===== src/rtl/mic1_ula.sv =====
// MIC-1 ALU: combinational result/flags (zero latency) with registered N/Z (one cycle, sync reset).
// Optional output shifter (SLL8 / SRA1) is compiled in when ULA_SHIFTER_EN is defined.
module mic1_ula #(
   parameter int WIDTH = 32
) (
   input  logic             clk,
   input  logic             reset,
   input  logic [WIDTH-1:0] A,
   input  logic [WIDTH-1:0] B,
   input  logic [5:0]       select,
`ifdef ULA_SHIFTER_EN
   input  logic [1:0]       shift,
   output logic [WIDTH-1:0] sh_out,
`endif
   output logic [WIDTH-1:0] out,
   output logic             N,
   output logic             Z,
   output logic             co,
   output logic             N_q,
   output logic             Z_q
);

   logic [1:0]       func;
   logic             ena, enb, inva, inc;
   logic [WIDTH-1:0] a_op, b_op;
   logic [WIDTH:0]   sum;

   assign func = select[5:4];
   assign ena  = select[3];
   assign enb  = select[2];
   assign inva = select[1];
   assign inc  = select[0];

   assign a_op = (ena ? A : '0) ^ {WIDTH{inva}};
   assign b_op = enb ? B : '0;
   assign sum  = {1'b0, a_op} + {1'b0, b_op} + {{WIDTH{1'b0}}, inc};

   always_comb begin
      out = '0;
      co  = 1'b0;
      case (func)
         2'b00: out = a_op & b_op;
         2'b01: out = a_op | b_op;
         2'b10: out = ~b_op;
         2'b11: begin
            out = sum[WIDTH-1:0];
            co  = sum[WIDTH];
         end
         default: out = '0;
      endcase
   end

   assign N = out[WIDTH-1];
   assign Z = (out == '0);

   always_ff @(posedge clk) begin
      if (reset) begin
         N_q <= 1'b0;
         Z_q <= 1'b0;
      end else begin
         N_q <= N;
         Z_q <= Z;
      end
   end

`ifdef ULA_SHIFTER_EN
   always_comb begin
      sh_out = out;
      case (shift)
         2'b01:   sh_out = out << 8;
         2'b10:   sh_out = {out[WIDTH-1], out[WIDTH-1:1]};
         default: sh_out = out;
      endcase
   end
`endif

endmodule


===== config.mk =====
export PLATFORM = sky130hd
export DESIGN_NAME = mic1_ula
export DESIGN_NICKNAME = d
export VERILOG_FILES = /design/src/rtl/mic1_ula.sv
export SDC_FILE = /design/constraint.sdc
export NUM_CORES = 1
export LEC_CHECK = 0
export CORE_ASPECT_RATIO = 0.9
export CORE_UTILIZATION = 45
export DETAILED_ROUTE_END_ITERATION = 8
export GPL_TIMING_DRIVEN = 0
export PLACE_DENSITY = 0.7
export SLEW_MARGIN = 40
export SYNTH_ARGS = -nofsm -noshare
export SYNTH_HDL_FRONTEND = slang
export SYNTH_SLANG_ARGS = --single-unit

===== constraint.sdc =====
create_clock -name clk -period 6.8 [get_ports clk]
set_input_delay 0.68 -clock clk [delete_from_list [all_inputs] [get_ports clk]]
set_output_delay 0.68 -clock clk [all_outputs]
set_load 0.1 [all_outputs]

==> qor.yml <==
layout:
  fillCellCount: 941
  area_delta_synth_final_pct: 25.9
  multi_input_area_mm2: 0.00372
  layout_commonest_cell: "nand2_1"
  drive_above_1_share_pct: 11.4
  layout_common_cells: "114 x nand2_1, 78 x inv_1, 69 x clkdlybuf4s50_1"
  final_nets: 918
  seq_area_um2: 40.0
  fin_util_pct: 58.6
logic_synthesis:
  synthCells: 669
  synth_fa_ha_area_share_pct: 19.7
  ys_ff_latch: 2
  synth-compound-area-share_pct: 28.5
  synth.top_cells.by_area: "ha_1 19%, nand2_1 10%, xnor2_1 8.0%"
  synth_top_family_by_area: "compound AO/OA/AOI/OAI gates"
  avgSynthCellArea_um2: 6.38
  syn_area_mm2: 0.00427
  synthMuxAreaShare_pct: 4.08
  syn_nets: 807
  synth_edf_count: 0
  synthXorXnorAreaFrac_pct: 10.5
  yosys_most_used_dff: "dfxtp_1"
  synth_top_area_share_pct: 18.8
  synthSimpleGateAreaFrac_pct: 23.9
  ys_warn_count: 0
  synth_async_sr_flop_share_pct: 0
  yosysSeqAreaShare_pct: 0.938
  yosys.cell_types.count: 65
  synth_largest_area_cell: "ha_1"
timing:
  fmax_mhz: 152
  fin_crit_sh_pct: 96.6
  rsz0062_at_grt: "no"
  setup_viol: 0
  finalSetupTns_ns: 0
  max_slew_margin_pct: 42.8
  timing.final.crit_period_ns: 6.57
  max_slew.worst_pin.slew_ns: 0.858
  hold_viol_final: 0
  maxSlewViolCount: 0
global_route:
  grt_antenna_before_repair: 1
  grt_usage_pct: 30.3
  grt_max_degree: 29
  grt_pass1_wl_mm: 23.6
  grt_pass1_vias: 4649
  grt_overflow: 0
clocking:
  cts_tree: "done"
  cts_buffer_depth: 2
  cts_root_buffer: "clkbuf_8"
  h-tree-depth: 1
  cts_made_buffers: 3
  cts_hold_buf: 0
  clkTransAtPathRegs_ns: 0.03
  cts_sinks: 2
place:
  dp_hpwl_mm: 12.7
  gp_congestion: 0.954
  port_buffers: 106
routing:
  antenna_left: 0
  vias: 5195
  wl_per_cell_um: 17.1
  post-route-drc-count: 0
  first_iter_violations: 461
  totalWireLength_mm: 15.4
  dr.pass1.iters: 5
  vias_per_cell: 5.77
worst_setup_path:
  worstSetupPathType: "in -> out"
  critPathTopFamily: "simple AND/OR/NAND/NOR gates"
  end_kind: "output pin"
  worstPathArrival_ns: 5.89
  cp-start-kind: "input pin"
  cp.required_ns: 6.12
  crit_path_max_fanout: 28
  worstPathCellList: "clkdlybuf4s50_1 -> clkbuf_4 -> nand2_1 -> fa_1 -> fa_1 -> nand2b_1 -> a211oi_2 -> o21ai_0 -> a31oi_1 -> or3b_2 -> nand2_1 -> xnor2_1 -> o21ai_1 -> or3_1 -> nor2_2 -> buf_2"
  crit_path_top_delay_cell: "clkdlybuf4s50_1"
  cp_num_buf_inv: 3
  slowest_delay_ns: 0.54
power:
  vdd.ir_drop.worst_mv: 0.110
  power_mw: 0.811
  power_density_mw_per_mm2: 151
  power_leakage_nw: 2.58
hold_path:
  hold_path_depth: 2
  worstHoldPathType: "in -> reg"
  hold_end: "N_q"
  min_from: "reset"
floorplan:
  start_util_pct: 46.6
  rows: 33
  io_pins: 109
  die_w_um: 105
  die_y_um: 94.4
  core_area_mm2: 0.00917
  dieArea_mm2: 0.00988
job:
  drv_cap: 0
status:
  outcome: "finished, final reports clean"
## what timing repair did
action,4_1_cts,5_1_grt
cloned,0,0
buffers inserted,0,2
setup endpoints to repair,8,1
pin swaps,0,1
resized for setup,2,2
## worst max path at each step
stage,startpoint,end,slack (ns),depth (start not counted)
3_5_place_dp,select[2],Z,-1.12,18
4_1_cts,select[2],Z,0.04,16
5_1_grt,select[2],Z,0.04,16
3_3_place_gp,select[2],Z,-1.82,18
6_report,select[2],Z,0.23,16
2_1_floorplan,select[2],Z,0.09,16
## registers in the layout, summed over array words and instances (netlist names)
| register | count |
|---|---|
| Z_q | 1 |
| N_q | 1 |
## layer usage
metal  track usage (%)  wire length, µm
met2              49.9             6680
met4              5.52              233
met5                 0                0
met1              43.8             7110
met3              2.00             1360
## power breakdown
| group | internal [mW] | switching [mW] |
|---|---|---|
| logic | 0.219 | 0.530 |
| clock network | 0.0378 | 0.0126 |
| registers | 0.0125 | 0.000132 |
## cells in the mapped netlist, types with 3 or more instances
master,number
nand2_1,114
inv_1,78
ha_1,64
a21oi_1,58
nor2_1,55
o21ai_0,47
xnor2_1,39
a211oi_1,19
clkbuf_1,17
nand4_1,12
xor2_1,12
a21o_1,9
nor3_1,9
o211ai_1,9
buf_1,7
buf_2,7
nand2b_1,7
nand3_1,6
a2111oi_0,5
a21oi_2,5
a31oi_1,5
clkbuf_8,5
mux2i_1,5
mux4_2,5
o21ai_1,4
and2_1,3
o21bai_1,3
o221ai_1,3
o22ai_1,3
o31ai_1,3
or3_1,3
## cells by family after synthesis
kind of cell / after synthesis
compound gates: 192
fa+ha+maj: 66
simple gates: 228
flops: 2
buf+inv: 119
xor+xnor: 51
mux: 11
## per-stage QoR
stage	std cells	setup slack, ns	hold slack (ns)	instance area (µm²)
6_report	901	0.232	1.04	5370
5_1_grt	900	0.0361	1.06	5370
4_1_cts	898	0.0426	1.04	5350
3_5_place_dp	897	-1.12	1.23	5310
3_3_place_gp	897	-1.82	1.26	5500
2_1_floorplan	669	0.0865	0.750	4280
## layout make-up
| class | instances | share of cell area, % |
|---|---|---|
| sequential | 2 | 0.745 |
| tap | 122 | 2.84 |
| antenna | 1 | 0.0466 |
| buffer | 39 | 4.36 |
| timing repair buffer | 108 | 16.6 |
| inverter | 78 | 5.45 |
| multi-input combinational | 548 | 69.2 |
| clock buffer | 3 | 0.769 |
(Power assumes the default switching activity.)
